File: src/rtl/clksel_ctrl.sv
`timescale 1ns/1ps
// -----------------------------------------------------------------------------
// clksel_ctrl
//
// Clock-select sequencer sitting in front of the glitch-free CPU clock mux.
// It decides when the CPU clock moves between the slow path (mux clk0) and
// the fast path (mux clk1), drives the mux select line and watches the mux
// active0/active1 feedback to confirm that the handover really happened.
// A switch is only launched once the 68000 bus has been idle (as_n high) for
// IDLE_CYCLES consecutive synchronised cycles. A switch that is not confirmed
// within TIMEOUT cycles is abandoned and flagged through the sticky err bit.
//
// Ports:
//   clk         free-running reference clock (unrelated to the mux clocks)
//   rst_n       asynchronous active-low reset
//   req_fast    control-register level, 1 = fast clock wanted
//   force_slow  level, 1 = slow clock required; overrides req_fast
//   as_n        asynchronous CPU address strobe, active low
//   active0     asynchronous mux feedback, slow path enabled
//   active1     asynchronous mux feedback, fast path enabled
//   err_clr     single-cycle pulse clearing err
//   select      mux select, 0 = clk0 (slow), 1 = clk1 (fast)
//   fast        1 only while settled on the fast clock
//   busy        1 while arming or switching
//   err         sticky switch-timeout flag
// -----------------------------------------------------------------------------
module clksel_ctrl #(
  parameter int SYNC_STAGES = 2,
  parameter int IDLE_CYCLES = 4,
  parameter int TIMEOUT     = 255
) (
  input  logic clk,
  input  logic rst_n,
  input  logic req_fast,
  input  logic force_slow,
  input  logic as_n,
  input  logic active0,
  input  logic active1,
  input  logic err_clr,
  output logic select,
  output logic fast,
  output logic busy,
  output logic err
);

  localparam int IDLE_W = (IDLE_CYCLES < 1) ? 1 : $clog2(IDLE_CYCLES + 1);
  localparam int TMR_W  = (TIMEOUT < 1) ? 1 : $clog2(TIMEOUT + 1);

  localparam logic [IDLE_W-1:0] IDLE_MAX = IDLE_W'(IDLE_CYCLES);
  localparam logic [IDLE_W-1:0] IDLE_ONE = IDLE_W'(1);
  localparam logic [TMR_W-1:0]  TMR_MAX  = TMR_W'(TIMEOUT);
  localparam logic [TMR_W-1:0]  TMR_ONE  = TMR_W'(1);

  typedef enum logic [2:0] {
    S_SLOW  = 3'd0,
    S_ARM_F = 3'd1,
    S_SW_F  = 3'd2,
    S_FAST  = 3'd3,
    S_ARM_S = 3'd4,
    S_SW_S  = 3'd5
  } state_t;

  state_t state_r;
  state_t state_nxt_s;

  logic [SYNC_STAGES-1:0] as_sync_r;
  logic [SYNC_STAGES-1:0] act0_sync_r;
  logic [SYNC_STAGES-1:0] act1_sync_r;
  logic                   as_s;
  logic                   act0_s;
  logic                   act1_s;

  logic [IDLE_W-1:0]      idle_cnt_r;
  logic [TMR_W-1:0]       tmr_r;

  logic                   want_fast;
  logic                   idle_ok;
  logic                   tmr_done_s;
  logic                   select_nxt_s;
  logic                   timeout_s;
  logic                   sw_nxt_s;
  logic                   sw_entry_s;

  // Synchroniser chains for the three asynchronous inputs. The address
  // strobe chain resets to 1 so a reset does not look like bus activity.
  always_ff @(posedge clk or negedge rst_n) begin
    if (!rst_n) begin
      as_sync_r   <= '1;
      act0_sync_r <= '0;
      act1_sync_r <= '0;
    end else begin
      as_sync_r   <= {as_sync_r[SYNC_STAGES-2:0], as_n};
      act0_sync_r <= {act0_sync_r[SYNC_STAGES-2:0], active0};
      act1_sync_r <= {act1_sync_r[SYNC_STAGES-2:0], active1};
    end
  end

  assign as_s   = as_sync_r[SYNC_STAGES-1];
  assign act0_s = act0_sync_r[SYNC_STAGES-1];
  assign act1_s = act1_sync_r[SYNC_STAGES-1];

  assign want_fast  = req_fast & ~force_slow;
  assign idle_ok    = (idle_cnt_r == IDLE_MAX);
  assign tmr_done_s = (tmr_r == TMR_MAX);

  // Bus-idle counter: any synchronised strobe restarts the idle window,
  // otherwise it counts up and parks at IDLE_CYCLES. It runs in every state
  // so a bus that has been quiet for a while allows an immediate launch.
  always_ff @(posedge clk or negedge rst_n) begin
    if (!rst_n) begin
      idle_cnt_r <= '0;
    end else if (!as_s) begin
      idle_cnt_r <= '0;
    end else if (idle_cnt_r != IDLE_MAX) begin
      idle_cnt_r <= idle_cnt_r + IDLE_ONE;
    end else begin
      idle_cnt_r <= idle_cnt_r;
    end
  end

  // Next-state decision. select is only ever changed on the launch of a
  // switch or on the revert after a fast-switch timeout.
  always_comb begin
    state_nxt_s  = state_r;
    select_nxt_s = select;
    timeout_s    = 1'b0;
    case (state_r)
      S_SLOW: begin
        if (want_fast) begin
          state_nxt_s = S_ARM_F;
        end else begin
          state_nxt_s = S_SLOW;
        end
      end
      S_ARM_F: begin
        if (!want_fast) begin
          state_nxt_s = S_SLOW;
        end else if (idle_ok) begin
          state_nxt_s  = S_SW_F;
          select_nxt_s = 1'b1;
        end else begin
          state_nxt_s = S_ARM_F;
        end
      end
      S_SW_F: begin
        // Both feedbacks low (handover gap) or both high: keep waiting.
        if (act1_s && !act0_s) begin
          state_nxt_s = S_FAST;
        end else if (tmr_done_s) begin
          // Abandon the fast switch and steer the mux back to clk0.
          timeout_s    = 1'b1;
          select_nxt_s = 1'b0;
          state_nxt_s  = S_SW_S;
        end else begin
          state_nxt_s = S_SW_F;
        end
      end
      S_FAST: begin
        if (!want_fast) begin
          state_nxt_s = S_ARM_S;
        end else begin
          state_nxt_s = S_FAST;
        end
      end
      S_ARM_S: begin
        if (want_fast) begin
          state_nxt_s = S_FAST;
        end else if (idle_ok) begin
          state_nxt_s  = S_SW_S;
          select_nxt_s = 1'b0;
        end else begin
          state_nxt_s = S_ARM_S;
        end
      end
      S_SW_S: begin
        if (act0_s && !act1_s) begin
          state_nxt_s = S_SLOW;
        end else if (tmr_done_s) begin
          // select is already 0 here; give up waiting and settle on SLOW.
          timeout_s    = 1'b1;
          select_nxt_s = 1'b0;
          state_nxt_s  = S_SLOW;
        end else begin
          state_nxt_s = S_SW_S;
        end
      end
      default: begin
        state_nxt_s  = S_SLOW;
        select_nxt_s = 1'b0;
      end
    endcase
  end

  // A switch state entered from any other state (including SW_F -> SW_S on
  // a revert) restarts the confirmation timer.
  always_comb begin
    sw_nxt_s   = 1'b0;
    sw_entry_s = 1'b0;
    if ((state_nxt_s == S_SW_F) || (state_nxt_s == S_SW_S)) begin
      sw_nxt_s   = 1'b1;
      sw_entry_s = (state_nxt_s != state_r);
    end else begin
      sw_nxt_s   = 1'b0;
      sw_entry_s = 1'b0;
    end
  end

  // Switch confirmation timer: counts cycles spent in a switch state.
  always_ff @(posedge clk or negedge rst_n) begin
    if (!rst_n) begin
      tmr_r <= '0;
    end else if (sw_entry_s) begin
      tmr_r <= '0;
    end else if (sw_nxt_s && (tmr_r != TMR_MAX)) begin
      tmr_r <= tmr_r + TMR_ONE;
    end else if (sw_nxt_s) begin
      tmr_r <= tmr_r;
    end else begin
      tmr_r <= '0;
    end
  end

  // State register and registered outputs. fast and busy decode the next
  // state so they line up with the state they describe.
  always_ff @(posedge clk or negedge rst_n) begin
    if (!rst_n) begin
      state_r <= S_SLOW;
      select  <= 1'b0;
      fast    <= 1'b0;
      busy    <= 1'b0;
      err     <= 1'b0;
    end else begin
      state_r <= state_nxt_s;
      select  <= select_nxt_s;
      fast    <= (state_nxt_s == S_FAST);
      busy    <= (state_nxt_s == S_ARM_F) || (state_nxt_s == S_SW_F) ||
                 (state_nxt_s == S_ARM_S) || (state_nxt_s == S_SW_S);
      // A timeout in the same cycle as err_clr keeps the flag set.
      if (timeout_s) begin
        err <= 1'b1;
      end else if (err_clr) begin
        err <= 1'b0;
      end else begin
        err <= err;
      end
    end
  end

endmodule

File: config.mk
export PLATFORM = sky130hd
export DESIGN_NAME = clksel_ctrl
export DESIGN_NICKNAME = d
export VERILOG_FILES = /design/src/rtl/clksel_ctrl.sv
export SDC_FILE = /design/constraint.sdc
export NUM_CORES = 1
export LEC_CHECK = 0
export CORE_MARGIN = 2
export CORE_UTILIZATION = 50
export CTS_BUF_LIST = sky130_fd_sc_hd__clkbuf_4 sky130_fd_sc_hd__clkbuf_8 sky130_fd_sc_hd__clkbuf_16
export CTS_CLUSTER_SIZE = 10
export DETAILED_ROUTE_END_ITERATION = 6
export PLACE_DENSITY = 0.8
export SLEW_MARGIN = 5
export SYNTH_ARGS = -nofsm -noshare
export SYNTH_HDL_FRONTEND = slang
export SYNTH_SLANG_ARGS = --single-unit
export TNS_END_PERCENT = 50
File: constraint.sdc
create_clock -name clk -period 2.2 [get_ports clk]
set_clock_uncertainty 0.05 [all_clocks]
set_input_delay 0.44 -clock clk [delete_from_list [all_inputs] [get_ports clk]]
set_output_delay 0.44 -clock clk [all_outputs]
set_load 0.01 [all_outputs]
==> load_flow_metrics.sql <==
INSERT INTO impl_metrics (metric_group, metric, value, unit) VALUES
('status', 'status', 'finished clean', ''),
('worst_setup_path', 'critPathMaxFanout', '8', ''),
('synthesis', 'post-synth-top-area-cell', 'sky130_fd_sc_hd__dfrtp_1', ''),
('cts', 'tritoncts.num_buffers', '3', ''),
('sta', 'setup-tns-final', '0', 'ns'),
('sta', 'finalHoldViolations', '0', ''),
('sta', 'max_slew.worst_pin.slew', '0.591', 'ns'),
('synthesis', 'ys_seq_elements', '24', ''),
('drt', 'detail_route.first_pass.iterations', '4', ''),
('synthesis', 'syn-num-nets', '152', ''),
('synthesis', 'post-synth-top-count-cell', 'sky130_fd_sc_hd__dfrtp_1', ''),
('floorplanning', 'row_count', '18', ''),
('cts', 'number_of_sinks_handled_by_clock_tree_synthesis', '24', ''),
('synthesis', 'netlist_instances', '141', ''),
('global_routing', 'via_count_of_the_first_global_routing_pass', '1126', ''),
('synthesis', 'synth.avg_cell_area', '9.49', 'µm²'),
('worst_hold_path', 'worst_hold_path_type', 'register to register', ''),
('drt', 'drt.antenna.violating_nets', '0', ''),
('global_routing', 'grt_pass1_wl', '5020', 'µm'),
('final_layout', 'layout.cells.non_filler', '193', ''),
('sta', 'setup_ws', '0.0167', 'ns'),
('synthesis', 'dominantRegCellSynth', 'sky130_fd_sc_hd__dfrtp_1', ''),
('worst_setup_path', 'worst_r2r_path_depth', '7', ''),
('cts', 'cts_tree', 'built', ''),
('drt', 'total_number_of_vias', '1209', ''),
('synthesis', 'number_of_flops_mapped_to_enable_cells_by_yosys', '0', ''),
('synthesis', 'ys_types', '43', ''),
('worst_hold_path', 'min-delay-start', 'as_sync_r[0]$_DFF_PN1_', ''),
('place', 'io_buffers', '11', ''),
('synthesis', 'synth.yosys.seq_area_share', '45.0', '%'),
('pwr', 'sw_frac_of_total', '29.3', '%'),
('sta', 'period_needed', '2.18', 'ns'),
('pwr', 'p_leak', '0.700', 'nW'),
('global_routing', 'antenna_found_initial', '0', ''),
('final_layout', 'nFillCells', '177', ''),
('synthesis', 'netlist_area', '1340', 'µm²'),
('sta', 'setup_violations', '0', ''),
('drt', 'vias_per_cell', '6.26', ''),
('pwr', 'ir_worst_vdd', '0.554', 'mV'),
('cts', 'worstSkewPairLatency', '0.31', 'ns'),
('worst_setup_path', 'worstSetupStartpointType', 'register', ''),
('pwr', 'internal_power', '0.802', 'mW'),
('sta', 'achievable-frequency', '0.458', 'GHz'),
('worst_setup_path', 'critical_path_class', 'register to register', ''),
('synthesis', 'yosysWarningCount', '0', ''),
('place', 'routability_cong', '0.938', ''),
('drt', 'wl', '3190', 'µm'),
('sta', 'drv_slew', '0', ''),
('pwr', 'power.switching', '0.332', 'mW'),
('cts', 'clk_path_buf_depth', '2', ''),
('floorplanning', 'die_width', '55.7', 'µm'),
('global_routing', 'global_route.usage.total', '19.9', '%'),
('worst_hold_path', 'hold_path_depth', '0', ''),
('place', 'placedCellCount', '186', ''),
('global_routing', 'grt.overflow.total', '0', ''),
('floorplanning', 'die_height', '55.7', 'µm'),
('floorplanning', 'fp.dieArea', '3110', 'µm²'),
('place', 'placement.setup.worst_slack', '-0.190', 'ns'),
('cts', 'clk_pin_slew', '0.12', 'ns'),
('drt', 'drc', '0', ''),
('synthesis', 'synth.top_cells.by_count', 'sky130_fd_sc_hd__dfrtp_1 (22), sky130_fd_sc_hd__nand2_1 (16), sky130_fd_sc_hd__nor4_1 (8)', ''),
('cts', 'htreeDepth', '1', ''),
('sta', 'slew_headroom', '60.6', '%'),
('pwr', 'power_per_cell_area', '669', 'nW/µm²'),
('floorplanning', 'effective_utilization_at_floorplan', '53.6', '%'),
('worst_setup_path', 'cp-end-kind', 'register', ''),
('pwr', 'pwr-share-comb', '27.3', '%'),
('drt', 'initialDrtViolationCount', '44', ''),
('pwr', 'part_of_the_total_power_dissipated_in_the_clock_network', '27.2', '%'),
('worst_setup_path', 'timing.critical_path.from', 'idle_cnt_r[0]$_DFFE_PN0P_', ''),
('synthesis', 'ys_top_cells_by_area', 'sky130_fd_sc_hd__dfrtp_1 (41%), sky130_fd_sc_hd__nand2_1 (4.5%), sky130_fd_sc_hd__dfstp_2 (3.9%)', '');
-- layout by cell type, fill, tap and decap left out, types with 2 or more instances in the layout --
cell type / n
sky130_fd_sc_hd__nand2_1: 16
sky130_fd_sc_hd__nand3_1: 7
sky130_fd_sc_hd__dfrtp_1: 22
sky130_fd_sc_hd__o211ai_1: 2
sky130_fd_sc_hd__nor2_1: 6
sky130_fd_sc_hd__and3_1: 2
sky130_fd_sc_hd__nor2b_1: 4
sky130_fd_sc_hd__ha_1: 2
sky130_fd_sc_hd__a22oi_1: 2
sky130_fd_sc_hd__nor4_2: 5
sky130_fd_sc_hd__nor4_4: 2
sky130_fd_sc_hd__xnor2_1: 4
sky130_fd_sc_hd__clkdlybuf4s50_1: 11
sky130_fd_sc_hd__inv_1: 3
sky130_fd_sc_hd__a21o_1: 2
sky130_fd_sc_hd__o21ai_1: 2
sky130_fd_sc_hd__o21ai_0: 4
sky130_fd_sc_hd__xor2_1: 3
sky130_fd_sc_hd__clkbuf_4: 3
sky130_fd_sc_hd__buf_4: 16
sky130_fd_sc_hd__nand4_1: 2
sky130_fd_sc_hd__a21oi_1: 4
sky130_fd_sc_hd__o311a_1: 2
sky130_fd_sc_hd__and2_1: 3
sky130_fd_sc_hd__nand2b_1: 5
sky130_fd_sc_hd__inv_2: 3
sky130_fd_sc_hd__a31oi_1: 2
sky130_fd_sc_hd__o31ai_1: 3
sky130_fd_sc_hd__dfstp_2: 2
-- worst paths after layout --
check / end / slack (ns)
worst max-delay path: tmr_r[0]$_DFFE_PN0P_ / 0.02
worst min-delay path: as_sync_r[1]$_DFF_PN1_ / 0.31
worst max register to register: tmr_r[0]$_DFFE_PN0P_ / 0.02
worst min register to register: as_sync_r[1]$_DFF_PN1_ / 0.31
max in group asynchronous: as_sync_r[1]$_DFF_PN1_ / 1.40
min in group asynchronous: tmr_r[7]$_DFFE_PN0P_ / 0.42
-- state kept, by name (all words and copies together) (netlist names), 2 cells and up --
| name | cells |
|---|---|
| idle_cnt_r | 3 |
| as_sync_r | 2 |
| act1_sync_r | 2 |
| state_r | 3 |
| tmr_r | 8 |
| act0_sync_r | 2 |
-- cell type report --
type | instances | area, µm² | area share, %
Timing Repair Buffer | 27 | 230 | 13.6
Clock buffer | 3 | 22.5 | 1.33
Multi-Input combinational cell | 102 | 749 | 44.2
Sequential cell | 24 | 603 | 35.6
Tap cell | 30 | 37.5 | 2.21
Inverter | 6 | 22.5 | 1.33
Clock inverter | 1 | 30.0 | 1.77
-- power by group through the flow --
| stage | clock network (mW) | logic (mW) | registers (mW) |
|---|---|---|---|
| after floorplan | 0 | 0.158 | 0.518 |
| after global placement | 0 | 0.251 | 0.520 |
| after detailed placement | 0 | 0.261 | 0.523 |
| after CTS | 0.314 | 0.262 | 0.514 |
| after global routing | 0.323 | 0.339 | 0.521 |
| final | 0.309 | 0.309 | 0.516 |
-- per-layer routing --
metal,part of all wire [%],track usage [%],routed length [µm],up-vias
met5,0,0,0,-
met4,2.3,6.27,75,0
met3,5.2,2.56,165,10
met2,52,34.4,1660,43
met1,40,25.9,1290,596
li1,-,-,-,560
-- kinds of logic after synthesis --
| group | count (synthesis) | share of synthesized area [%] |
|---|---|---|
| compound gates | 33 | 19.3 |
| simple gates | 59 | 23.6 |
| fa+ha+maj | 3 | 2.80 |
| xor+xnor | 7 | 4.58 |
| flops | 24 | 45.0 |
| buf+inv | 15 | 4.77 |
-- metrics by stage --
stage,hold slack (ns),utilization [%],instance area [µm²]
5_1_grt,0.318,67.8,1700
4_1_cts,0.315,63.9,1600
3_3_place_gp,0.285,61.7,1540
6_report,0.314,67.8,1700
3_5_place_dp,0.293,61.7,1540
2_1_floorplan,0.0944,-,1340
-- what timing repair did --
action / CTS / global route
setup buffers: 0 / 3
hold buffers: 0 / 0
gates cloned: 0 / 0
pin swaps: 0 / 11
endpoints found under the setup margin: 1 / 8
resized for setup: 1 / 14
-- critical path, cell delays in order, from the launching register on --
cell and delay [ns]:
sky130_fd_sc_hd__dfrtp_1 0.43, sky130_fd_sc_hd__inv_2 0.06, sky130_fd_sc_hd__ha_4 0.17, sky130_fd_sc_hd__and4b_2 0.27, sky130_fd_sc_hd__a2111oi_4 0.34, sky130_fd_sc_hd__a221oi_2 0.08, sky130_fd_sc_hd__a311o_2 0.51, sky130_fd_sc_hd__nor4_1 0.19
(Power assumes the default switching activity.)
